$ cat config.mk
export PLATFORM = sky130hd
export DESIGN_NAME = vga_fb_reader
export DESIGN_NICKNAME = d
export VERILOG_FILES = /design/src/rtl/vga_fb_reader.sv
export SDC_FILE = /design/constraint.sdc
export NUM_CORES = 1
export LEC_CHECK = 0
export ABC_CLOCK_PERIOD_IN_PS = 2100
export CORE_ASPECT_RATIO = 2
export CORE_MARGIN = 5
export CORE_UTILIZATION = 47
export CTS_CLUSTER_SIZE = 30
export DETAILED_ROUTE_END_ITERATION = 6
export GPL_ROUTABILITY_DRIVEN = 0
export GPL_TIMING_DRIVEN = 0
export PLACE_DENSITY = 0.85
export SYNTH_ARGS = -nofsm -noshare
export SYNTH_HDL_FRONTEND = slang
export SYNTH_SLANG_ARGS = --single-unit
$ cat constraint.sdc
create_clock -name pixel_clk -period 2.1 [get_ports pixel_clk]
set_clock_uncertainty 0.2 [all_clocks]
set_input_delay 0.42 -clock pixel_clk [delete_from_list [all_inputs] [get_ports pixel_clk]]
set_output_delay 0.42 -clock pixel_clk [all_outputs]
set_load 0.005 [all_outputs]
$ cat src/rtl/vga_fb_reader.sv
// vga_fb_reader: framebuffer pixel fetch behind the VGA sync core, multiplier-free addressing, sync delay matched to read latency.
// Define VGA_FB_SCALE2_EN for 2x pixel doubling from a half-resolution framebuffer.
`ifndef H_SIZE
`define H_SIZE 10
`endif
`ifndef V_SIZE
`define V_SIZE 10
`endif
module vga_fb_reader #(
  parameter int H_DISPLAY  = 640,
  parameter int V_DISPLAY  = 480,
  parameter int RGB_SIZE   = 12,
  parameter int RD_LATENCY = 2,
  parameter int FB_AW      = 19
) (
  input  logic                pixel_clk,
  input  logic                pixel_rst_n,
  input  logic                sync_hsync,
  input  logic                sync_vsync,
  input  logic [`H_SIZE-1:0]  sync_hc,
  input  logic [`V_SIZE-1:0]  sync_vc,
  input  logic                sync_on,
  output logic                fb_rd,
  output logic [FB_AW-1:0]    fb_addr,
  input  logic [RGB_SIZE-1:0] fb_rdata,
  output logic                vga_hsync,
  output logic                vga_vsync,
  output logic                vga_on,
  output logic [RGB_SIZE-1:0] vga_rgb,
  output logic                frame_start
);
  typedef enum logic {WAIT_FRAME, ACTIVE} state_t;
  state_t r_state, w_state_nx;
  logic w_fstart, w_active, w_on, w_line_end;
  logic [FB_AW-1:0] r_line_base, r_pix_addr, w_base, w_addr, w_base_nx, w_pix_nx;
  logic [3:0] r_dly [0:RD_LATENCY];
  // Frame start overrides the counters combinationally so pixel (0,0) itself reads address 0.
  always_comb begin
    w_fstart   = sync_on && sync_hc == '0 && sync_vc == '0;
    w_active   = r_state == ACTIVE || w_fstart;
    w_on       = sync_on && w_active && sync_vc < `V_SIZE'(V_DISPLAY);
    w_line_end = sync_hc == `H_SIZE'(H_DISPLAY - 1);
    w_state_nx = w_active ? ACTIVE : WAIT_FRAME;
    w_base     = w_fstart ? '0 : r_line_base;
    w_addr     = w_fstart ? '0 : r_pix_addr;
`ifdef VGA_FB_SCALE2_EN
    w_base_nx  = (w_on && w_line_end && sync_vc[0]) ? w_base + FB_AW'(H_DISPLAY / 2) : w_base;
    w_pix_nx   = !w_on ? w_addr : w_line_end ? w_base_nx : w_addr + FB_AW'(sync_hc[0]);
`else
    w_base_nx  = (w_on && w_line_end) ? w_base + FB_AW'(H_DISPLAY) : w_base;
    w_pix_nx   = !w_on ? w_addr : w_line_end ? w_base_nx : w_addr + FB_AW'(1);
`endif
  end
  always_ff @(posedge pixel_clk or negedge pixel_rst_n) begin
    if (!pixel_rst_n) begin
      r_state     <= WAIT_FRAME;
      r_line_base <= '0;
      r_pix_addr  <= '0;
      fb_rd       <= 1'b0;
      fb_addr     <= '0;
      vga_hsync   <= 1'b1;
      vga_vsync   <= 1'b1;
      vga_on      <= 1'b0;
      frame_start <= 1'b0;
      vga_rgb     <= '0;
      for (int i = 0; i <= RD_LATENCY; i++) r_dly[i] <= 4'b1100;
    end else begin
      r_state     <= w_state_nx;
      r_line_base <= w_base_nx;
      r_pix_addr  <= w_pix_nx;
      fb_rd       <= w_on;
      if (w_on) fb_addr <= w_addr;
      r_dly[0]    <= {sync_hsync, sync_vsync, w_on, w_fstart};
      for (int i = 1; i <= RD_LATENCY; i++) r_dly[i] <= r_dly[i-1];
      {vga_hsync, vga_vsync, vga_on, frame_start} <= r_dly[RD_LATENCY];
      vga_rgb     <= r_dly[RD_LATENCY][1] ? fb_rdata : '0;
    end
  end
endmodule

; After elaboration in Yosys (flattened, before gate mapping)
; Cells that the tools add are included.
[word_totals]
register_bits = 87
latchBits = 0
ram_bits = 0
rom_bits = 0
in_bits = 37
output_inout_bits = 36
elab_cells = 32
mem_count = 0
[op_classes]
addsub = 2
mul = 0
div_mod_pow = 0
n_lt_le_gt_ge = 1
n_eq_ne = 1
shifts = 0
muxes = 7
bitwise = 0
n_reduce_logical = 8
[ops]
columns = operator, count
row1 = 2-to-1 mux 19 bit, 5
row2 = logical NOT 10 bit, 2
row3 = "adder 19 x 1 -> 19 bit, second input constant", 1
row4 = "adder 19 x 10 -> 19 bit, second input constant", 1
row5 = 2-to-1 mux 12 bit, 1
row6 = "== test 10 bit, second input constant", 1
row7 = "< comparator 10 x 9 -> 1 bit, second input constant", 1
row8 = logical AND 1 bit, 5
row9 = logical OR 1 bit, 1
row10 = 2-to-1 mux 1 bit, 1

; Logic depth before layout (Yosys ltp)
; Gate-level depths: netlist (run 1).
[logic_depth]
word_depth = 10
depth_mapped = 13
ltp_nobuf = 11

; Worst setup path after synthesis (run 1)
; No wires, ideal clock.
[synth_path]
path_kind = input-to-reg
from = in sync_vc[9]
to = reg r_pix_addr[18]
setup_time_ps = 129
arrival_ps = 2487
required_ps = 1771
path_slack_ps = -716
cell_stages = 13
path_buffers = 2
cell_sequence = nand2b_1 > nor4_1 > nand2_1 > buf_2 > clkbuf_1 > nand2_1 > inv_1 > ha_1 > nand3_1 > nor4_4 > and3_1 > a41oi_1 > nand3_1
[synth_via]
word_cells_on_any_way = 14
classes_between = 2 x add/sub / 1 x order compare / 5 x mux / 6 x reduce/logical
[synth_rtl]
columns = item, line
row1 = "start, declared", 21  ; input logic [`V_SIZE-1:0] sync_vc,
row2 = logical NOT 10 bit, 39  ; w_fstart = sync_on && sync_hc == '0 && sync_vc == '0;
row3 = logical AND 1 bit, 39
row4 = 2-to-1 mux 19 bit, 45  ; w_addr = w_fstart ? '0 : r_pix_addr;
row5 = net w_addr[0], 35  ; logic [FB_AW-1:0] r_line_base, r_pix_addr, w_base, w_addr, w_base_nx, w_pix_nx;
row6 = adder 19 x 1 -> 19 bit, 51  ; w_pix_nx = !w_on ? w_addr : w_line_end ? w_base_nx : w_addr + FB_AW'(1);
row7 = 2-to-1 mux 19 bit (2 in series), 51
row8 = net w_pix_nx[18], 35
row9 = "end signal, assigned", 70  ; r_pix_addr <= w_pix_nx;
row10 = "end, declared", 35
; The timed path passes the listed nets, and every way through them passes these cells.
; A chain may end at the register's enable or synchronous reset.

; Worst setup path in the final report (run 1)
[layout_path]
from = in sync_hc[3]
to = reg r_pix_addr[17]
[layout_via]
elab_chain_len = 10
word_cells_on_any_way = 15
classes_between = 2 x add/sub / 1 x eq/ne / 5 x mux / 7 x reduce/logical
[layout_rtl]
columns = item, line
row1 = "start, declared", 20  ; input logic [`H_SIZE-1:0] sync_hc,
row2 = branches (longest 9 deep; another with adder 19 x 10 -> 19 bit), n/a
row3 = 2-to-1 mux 19 bit (*), 51
row4 = net w_pix_nx[17], 35
; Mark *: on every way through the listed nets, which the timed path passes.

==> flow_summary.rst, run 1 <==
.. list-table::
   :header-rows: 1

   * - Metric
     - Value
   * - Pwr Density
     - roughly 730 nW/µm²
   * - Sum of routed wire segments on met1
     - ~4400 µm
   * - Pleak
     - about 2.6 nW
   * - Top FF cell, synth
     - dfrtp_1
   * - Mapped Cells
     - a little under 400
   * - Final setup violating endpoints
     - 22
   * - Half-perimeter wire length after placement
     - a little over 8000 µm
   * - Starting Density
     - 0.482
   * - Die Wd
     - 75.2 µm
   * - Yosys warns
     - 0
   * - Via count of the first global-routing pass
     - ~4100
   * - Number of inserted diodes
     - 0
   * - DRC errors left
     - 1
   * - Cell with the largest stage delay on the worst path
     - nor4_4
   * - Kind of critical path
     - in2reg
   * - GRT Resource Usage Total
     - 0.255
   * - Post-synthesis register bit count
     - 86
   * - Row count
     - between 40 and 50
   * - Final Net Count
     - 560
   * - Remaining antenna violation count after routing
     - 0
   * - Post-placement worst setup slack
     - -1.27 ns
   * - Number of antenna violations at the first check in global routing
     - 0
   * - Max cap viols
     - 0
   * - Initial detailed-routing violation count
     - 451
   * - Pin count of the biggest net entering global routing
     - just under 70
   * - Violated checks
     - design-rule violations, negative setup slack
   * - Worst-Skew Late Latency
     - between 0.3 and 0.4 ns
   * - Met3 wire len
     - between 1000 and 1500 µm
   * - Top sig layer
     - met4
   * - H-tree level count
     - 3
   * - Crit-path leading delay family
     - simple AND/OR/NAND/NOR gates
   * - CP arrival
     - approximately 2.5 ns
   * - Filler cell count in the final layout
     - 520
   * - Outcome
     - finished, violations left
   * - Flip-flop and latch area
     - roughly 2200 µm²
   * - CTS tree
     - done
   * - Ratio of cells with drive above 1 in the final layout
     - 0.319
   * - Area delta synth->final
     - 51.0%
   * - Final worst-path setup slack
     - -0.364 ns
   * - Synthesized area divided by synthesized cell count
     - between 10 and 15 µm²
   * - Sequential element share of the synthesized area
     - 0.541
   * - Data required time at the worst endpoint
     - ~2.1 ns
   * - Cells along the critical path
     - buf_6 -> nor4_4 -> and4_4 -> nand2_4 -> buf_6 -> buf_6 -> and2_4 -> ha_4 -> nor2_4 -> nor3_2 -> nand4_1 -> xor2_2 -> o22ai_1
   * - Initial DRT Pass Iterations
     - 7
   * - Clk sinks
     - 86
   * - Detailed route wirelength on metal2
     - around 7200 µm
   * - Vertical die dimension
     - 140 µm
   * - Worst hold-check path type
     - reg2reg
   * - Share of the clock period used by the worst path after layout
     - 1.17
   * - Area of the die
     - about 11000 µm²
   * - Kind of start point of the critical path
     - input pin
   * - CTS clk-pin slew, worst paths
     - roughly 0.06 ns
   * - Count of flip-flops with a built-in enable after synthesis
     - 0
   * - Detail-routed net length per standard cell
     - 22.0 µm
   * - Post-synthesis net count
     - between 400 and 500
   * - Total gr overflow
     - 0
   * - Maximum vdd ir drop
     - roughly 640 µV
   * - Max-Slew Margin vs Limit
     - 0.564
   * - TritonCTS Buffers
     - 9
   * - CP endpoint kind
     - flop
   * - Count of unique library cells instantiated by Yosys
     - 68
   * - Number of buffers added on ports
     - between 70 and 80
   * - Clock period minus final worst setup slack
     - 2.46 ns
   * - DRT Wirelength
     - between 10000 and 15000 µm
   * - Top fanout value on the critical path
     - 4
   * - FFs w/ async S/R, synth
     - 1.00
   * - Pins Over Slew Limit
     - 0
   * - Routed via count divided by cell count
     - 6.34
   * - First-pass GRT wire length
     - 20100 µm
   * - Fmax
     - approximately 410 MHz
   * - Worst-margin pin slew
     - ~0.65 ns
   * - Combined area of all synthesized cells
     - 3990 µm²
   * - Std-Cell Core Area
     - just over 8000 µm²
   * - Most numerous cell on the critical path
     - buf_6
   * - Worst slack on hold paths
     - between 0.15 and 0.2 ns
   * - Area taken by multi-input logic gates
     - between 2000 and 2500 µm²
   * - Number of placed I/O pins
     - between 70 and 80
   * - Via count
     - roughly 4000
   * - Total chip power
     - roughly 0.0044 W
   * - Maximum clock insertion buffer count
     - 2
   * - Setup repair after global routing missed its margin
     - yes
   * - Number of buffers and inverters on the critical path
     - 3
   * - Max incr delay on CP
     - slightly below 0.3 ns
   * - Hold violation count in the final report
     - 0
   * - Clock root buffer
     - clkbuf_16
## cells by family after synthesis
kind of cell,share of synthesized area
XOR/XNOR,0.0329
adder cells (fa/ha/maj),0.00626
flip-flops,0.541
AND/OR/NAND/NOR,0.235
multiplexers,0.00908
buffers and inverters,0.0323
AO/OA/AOI/OAI,0.143
## timing repair
item,in CTS,in global routing
endpoints found under the setup margin,57,50
hold buffers,1,0
pin swaps,36,23
buffers inserted,29,13
gates cloned,1,0
resized for setup,139,42
hold endpoints to repair,11,0
## layout make-up
cell class | instances | area share
tap | 98 | 0.0203
sequential | 86 | 0.359
multi-input combinational | 278 | 0.350
buffer | 20 | 0.0253
clock inverter | 3 | 0.0112
clock buffer | 13 | 0.0415
timing repair buffer | 117 | 0.186
inverter | 9 | 0.00602
## registers in the layout (all words and copies together) (netlist names)
signal	count
vga_on	1
r_line_base	19
r_dly	12
vga_hsync	1
vga_rgb	12
r_state	1
vga_vsync	1
r_pix_addr	19
fb_addr	19
frame_start	1
## synth_stat cells, types with 3 or more instances
master / n / share of area
and4_1: 3 / 0.0066
nor2_1: 18 / 0.017
nand2_1: 55 / 0.052
dfstp_2: 8 / 0.053
and2_1: 20 / 0.031
clkbuf_1: 8 / 0.0075
nand3_1: 13 / 0.016
xor2_1: 10 / 0.022
inv_1: 8 / 0.0075
o21ai_0: 33 / 0.041
o21a_1: 3 / 0.0056
nor3_1: 9 / 0.011
o22ai_1: 5 / 0.0078
nor4_1: 9 / 0.014
buf_2: 10 / 0.013
or3_1: 3 / 0.0047
nor4b_1: 3 / 0.0066
dfrtp_1: 78 / 0.49
and3_1: 7 / 0.011
nand4_1: 8 / 0.013
o211ai_1: 3 / 0.0056
a21oi_1: 11 / 0.014
o31ai_1: 4 / 0.0075
a22oi_1: 3 / 0.0056
a31oi_1: 6 / 0.0094
xnor2_1: 5 / 0.011
## path summary, 6_finish.rpt
kind	startpoint	end	slack (ns)	cells past startpoint
max	sync_hc[3]	r_pix_addr[17]$_DFF_PN0_	-0.36	13
min	r_dly[8]$_DFF_PN0_	r_dly[4]$_DFF_PN0_	0.15	0
max reg2reg	r_pix_addr[3]$_DFF_PN0_	r_pix_addr[17]$_DFF_PN0_	-0.14	5
min reg2reg	r_dly[8]$_DFF_PN0_	r_dly[4]$_DFF_PN0_	0.15	0
max in group asynchronous	pixel_rst_n	r_state$_DFF_PN0_	0.76	3
min in group asynchronous	pixel_rst_n	r_line_base[15]$_DFF_PN0_	0.30	2
## power by group
| group | total, W | leakage, nW | switching, W | internal, W |
|---|---|---|---|---|
| Combinational | 0.000767 | 1.36 | 0.000358 | 0.000409 |
| Clock | 0.00172 | 0.150 | 0.000644 | 0.00108 |
| Sequential | 0.00190 | 1.10 | 0.000115 | 0.00179 |
## per-stage QoR
step / setup TNS, ns / utilization / area (µm²) / instances
final: -5.40 / 0.727 / 6030 / 624
after global routing: -6.59 / 0.727 / 6030 / 624
after CTS: -5.20 / 0.698 / 5790 / 611
after detailed placement: -45.07 / 0.607 / 5030 / 564
after global placement: -250.14 / 0.604 / 5010 / 563
after floorplan: -4.13 / - / 4170 / 393
## routing by layer
metal,vias to the layer above,global-route usage
li1,1669,-
met1,1912,0.249
met2,282,0.447
met3,92,0.0560
met4,0,0.182
met5,-,0
## layout by cell type, fill, tap and decap left out, drive strengths merged, types with 11 or more instances in the layout
master	count
o21ai	35
dfrtp	78
nand2	56
a21oi	11
buf	75
nor4	12
and2	22
clkdlybuf4s50	50
nand3	13
clkbuf	22
nor2	19
(Power assumes the default switching activity.)
==> run 2, diff against run 1 <==
--- a/config.mk
+++ b/config.mk
@@ -5,6 +5,7 @@
 export SDC_FILE = /design/constraint.sdc
 export NUM_CORES = 1
 export LEC_CHECK = 0
+export ABC_AREA = 1
 export ABC_CLOCK_PERIOD_IN_PS = 2100
 export CORE_ASPECT_RATIO = 2
 export CORE_MARGIN = 5
@@ -14,6 +15,7 @@
 export GPL_ROUTABILITY_DRIVEN = 0
 export GPL_TIMING_DRIVEN = 0
 export PLACE_DENSITY = 0.85
+export SLEW_MARGIN = 20
 export SYNTH_ARGS = -nofsm -noshare
 export SYNTH_HDL_FRONTEND = slang
 export SYNTH_SLANG_ARGS = --single-unit
==> run 2 against run 1 <==
  * Critical path depth rose by 5
  * Sequential share of layout area grew 2.5 points
  * Critical endpoint unchanged
  * The run ends with negative setup slack left
  * Critical path type unchanged
  * Worst hold slack got worse by 0.0064 ns
  * Total power is 3.0% lower
  * Non-clock buffer count decreased by 27
  * Utilization shrank 6.7 points
  * Final cell count grew 11%
  * Count of clock-buffer cells in the layout decreased by 2
  * Register-to-register slack improved by 0.26 ns
==> flow_summary.rst, run 2 <==
.. list-table::
   :header-rows: 1

   * - Metric
     - Value
   * - Outcome
     - finished, violations left (unchanged)
   * - Violated checks
     - negative setup slack (was design-rule violations, negative setup slack)
   * - Fmax
     - 405 MHz (was 406 MHz)
   * - Remaining antenna violation count after routing
     - 0 (unchanged)
   * - Final setup violating endpoints
     - 19 (was 22)
   * - Pwr Density
     - 756 nW/µm² (was 728 nW/µm²)
   * - Mapped Cells
     - 481 (was 393)
   * - Clock root buffer
     - clkbuf_16 (unchanged)
   * - Row count
     - 48 (was 47)
   * - Post-route core utilization
     - 0.660 (was 0.727)
   * - Ratio of cells with drive above 1 in the final layout
     - 0.273 (was 0.319)
   * - Worst-Skew Late Latency
     - 0.35 ns (about the same)
   * - Worst slack on hold paths
     - 0.146 ns (was 0.153 ns)
   * - Cell type with the largest total area after synthesis
     - dfrtp_1 (unchanged)
   * - Count of flip-flops with a built-in enable after synthesis
     - 0 (unchanged)
   * - CTS clk-pin slew, worst paths
     - 0.06 ns (about the same)
   * - Hold violation count in the final report
     - 0 (unchanged)
   * - Summed area of non-filler cells in the final layout
     - 5630 µm² (was 6030 µm²)
   * - Post-synthesis register bit count
     - 86 (unchanged)
   * - Max cap viols
     - 0 (unchanged)
   * - Proportion of netlist area held by the largest area contributor
     - 0.482 (was 0.489)
   * - Number of placed I/O pins
     - 73 (unchanged)
   * - Clock period minus final worst setup slack
     - 2.47 ns (was 2.46 ns)
   * - Most common library cell in the layout ignoring fill and taps
     - nand2_1 (was dfrtp_1)
   * - TritonCTS Buffers
     - 9 (unchanged)
   * - Final worst-path setup slack
     - -0.368 ns (was -0.364 ns)
   * - Die Wd
     - 75.7 µm (was 75.2 µm)
   * - Area delta synth->final
     - 39.0% (was 51.0%)
   * - Starting Density
     - 0.475 (was 0.482)
   * - Area of the die
     - 10700 µm² (was 10600 µm²)
   * - Highest-count cells in the layout ignoring fill and taps
     - nand2_1, dfrtp_1, clkdlybuf4s50_1, inv_1, nor2_1 (was dfrtp_1, nand2_1, clkdlybuf4s50_1, buf_4, buf_6)
   * - Count of unique library cells instantiated by Yosys
     - 37 (was 68)
   * - H-tree level count
     - 3 (unchanged)
   * - Detail-routed net length per standard cell
     - 18.0 µm (was 22.0 µm)
   * - Maximum vdd ir drop
     - 450 µV (was 635 µV)
   * - Synthesized area divided by synthesized cell count
     - 8.42 µm² (was 10.2 µm²)
   * - Vertical die dimension
     - 141 µm (was 140 µm)
   * - Via count
     - 3929 (was 3955)
   * - Pin count of the biggest net entering global routing
     - 47 (was 68)
   * - Most area-consuming cells after synthesis
     - dfrtp_1, nand2_1, dfstp_2 (was dfrtp_1, dfstp_2, nand2_1)
   * - Worst hold-check path type
     - in2reg (was reg2reg)
   * - GRT Resource Usage Total
     - 0.226 (was 0.255)
   * - Initial detailed-routing violation count
     - 462 (was 451)
   * - Synth top cells by count
     - nand2_1, dfrtp_1, inv_1 (was dfrtp_1, nand2_1, o21ai_0)
   * - Half-perimeter wire length after placement
     - 7930 µm (was 8090 µm)
   * - Kind of start point of the critical path
     - input pin (unchanged)
   * - Sequential element share of the synthesized area
     - 0.534 (was 0.541)
   * - FFs w/ async S/R, synth
     - 1.00 (unchanged)
   * - Share of the clock period used by the worst path after layout
     - 1.18 (was 1.17)
   * - Biggest regs
     - fb_addr (19), r_line_base (19), r_pix_addr (19) (unchanged)
   * - Via count of the first global-routing pass
     - 3872 (was 4055)
   * - Post-synthesis net count
     - 520 (was 432)
   * - Number of inserted diodes
     - 0 (unchanged)
   * - Maximum clock insertion buffer count
     - 2 (unchanged)
   * - Yosys warns
     - 0 (unchanged)
   * - Final Net Count
     - 627 (was 560)
   * - CP arrival
     - 2.50 ns (was 2.48 ns)
   * - Top fanout value on the critical path
     - 3 (was 4)
   * - Post-Place Cell Area
     - 4960 µm² (was 5030 µm²)
   * - CP endpoint kind
     - flop (unchanged)
   * - DRT Wirelength
     - 12500 µm (was 13700 µm)
   * - Clk sinks
     - 86 (unchanged)
   * - Kind of critical path
     - in2reg (unchanged)
   * - Data required time at the worst endpoint
     - 2.13 ns (was 2.11 ns)
   * - Combined area of all synthesized cells
     - 4050 µm² (was 3990 µm²)
   * - DRC errors left
     - 0 (was 1)
   * - Most instantiated library cell after synthesis
     - nand2_1 (was dfrtp_1)
   * - Total chip power
     - 0.00426 W (was 0.00439 W)
   * - Top FF cell, synth
     - dfrtp_1 (unchanged)
   * - Number of antenna violations at the first check in global routing
     - 0 (unchanged)
   * - Routed via count divided by cell count
     - 5.67 (was 6.34)
   * - Pins Over Slew Limit
     - 0 (unchanged)
   * - Initial DRT Pass Iterations
     - 6 (was 7)
   * - Max-Slew Margin vs Limit
     - 0.629 (was 0.564)
   * - Setup repair after global routing missed its margin
     - yes (unchanged)
   * - Total gr overflow
     - 0 (unchanged)
   * - Number of buffers added on ports
     - 72 (unchanged)
   * - Std-Cell Core Area
     - 8530 µm² (was 8290 µm²)
   * - Worst-margin pin slew
     - 0.557 ns (was 0.654 ns)
   * - First-pass GRT wire length
     - 18200 µm (was 20100 µm)
   * - CTS tree
     - done (unchanged)
   * - Pleak
     - 2.74 nW (was 2.61 nW)
==> run 2: changes by cell type in the layout (fill, tap and decap cells not counted), moves of 9 or more <==
cell / previous run / this run
nand3_1: 9 / 21
nor2_2: 0 / 14
buf_6: 28 / 11
inv_1: 6 / 48
nand2_1: 52 / 131
nand2_2: 1 / 12
buf_2: 9 / 18
nor2_1: 16 / 31
inv_2: 2 / 12
buf_4: 36 / 19
and2_1: 19 / 0
==> run 2: power by group <==
group	leakage [nW]	switching (W)	internal [W]	total [W]
Clock	0.140	0.000648	0.000924	0.00157
Sequential	1.12	0.000110	0.00180	0.00191
Combinational	1.48	0.000411	0.000367	0.000779
==> run 2: cell type report <==
| class | count | area, µm² |
|---|---|---|
| inverters | 64 | 251 |
| clock inverters | 5 | 60.1 |
| multi-input cells | 317 | 1820 |
| well taps | 100 | 125 |
| fillers | 607 | 2900 |
| clock buffers | 11 | 233 |
| plain buffers | 14 | 136 |
| repair buffers | 96 | 848 |
| flip-flops and latches | 86 | 2160 |
==> run 2: worst max-delay path, cell delays in order <==
cell      delay (ns)
buf_6           0.09
or2_4           0.25
nor2_4          0.11
nand3_4         0.09
buf_8           0.13
buf_8           0.11
buf_8           0.12
nand2_4         0.06
inv_4           0.04
ha_4            0.15
o211ai_1        0.32
nor2_1          0.13
nand2_1         0.11
nor2_1          0.05
nand3_1         0.10
nand3_1         0.09
nand2_1         0.09
nor2_1          0.04
==> run 2: repair_timing <==
item | 4_1_cts | 5_1_grt
buffers inserted | 14 | 11
endpoints found under the setup margin | 49 | 40
hold endpoints to repair | 40 | 0
pin swaps | 41 | 31
gates resized for setup | 120 | 62
hold buffers | 1 | 0
==> run 2: metal layers <==
metal	GRT usage	wire length [µm]	up-vias	share of wire
met5	0	0	-	0
met4	0.131	753	0	0.060
met3	0.0383	1030	71	0.082
met2	0.405	6630	279	0.53
met1	0.233	4100	1837	0.33
li1	-	-	1742	-
==> run 2: kinds of logic (layout without fill, tap and decap cells) <==
kind of cell / Yosys count / after routing / synth area share
XOR/XNOR: 13 / 13 / 0.0300
AND/OR/NAND/NOR: 257 / 257 / 0.288
adder cells (fa/ha/maj): 2 / 2 / 0.00618
AO/OA/AOI/OAI: 45 / 45 / 0.0627
buffers and inverters: 78 / 190 / 0.0791
flip-flops: 86 / 86 / 0.534
==> run 2: stage by stage <==
stage | cells | setup WS (ns) | TNS, ns
2_1_floorplan | 481 | -0.370 | -3.80
3_3_place_gp | 653 | -2.46 | -241.22
6_report | 693 | -0.368 | -3.53
4_1_cts | 684 | -0.290 | -2.19
3_5_place_dp | 654 | -1.20 | -40.04
5_1_grt | 693 | -0.470 | -6.17
==> run 2: path summary, 6_finish.rpt <==
kind | start | end | slack (ns) | cells past startpoint
worst max-delay path | sync_hc[7] | r_pix_addr[17]$_DFF_PN0_ | -0.37 | 18
worst min-delay path | sync_hc[6] | r_dly[8]$_DFF_PN0_ | 0.15 | 3
worst max register to register | r_line_base[7]$_DFF_PN0_ | r_pix_addr[17]$_DFF_PN0_ | 0.12 | 11
worst min register to register | r_dly[4]$_DFF_PN0_ | r_dly[0]$_DFF_PN0_ | 0.15 | 0
max in group asynchronous | pixel_rst_n | vga_hsync$_DFF_PN1_ | 0.63 | 3
min in group asynchronous | pixel_rst_n | r_line_base[3]$_DFF_PN0_ | 0.40 | 2
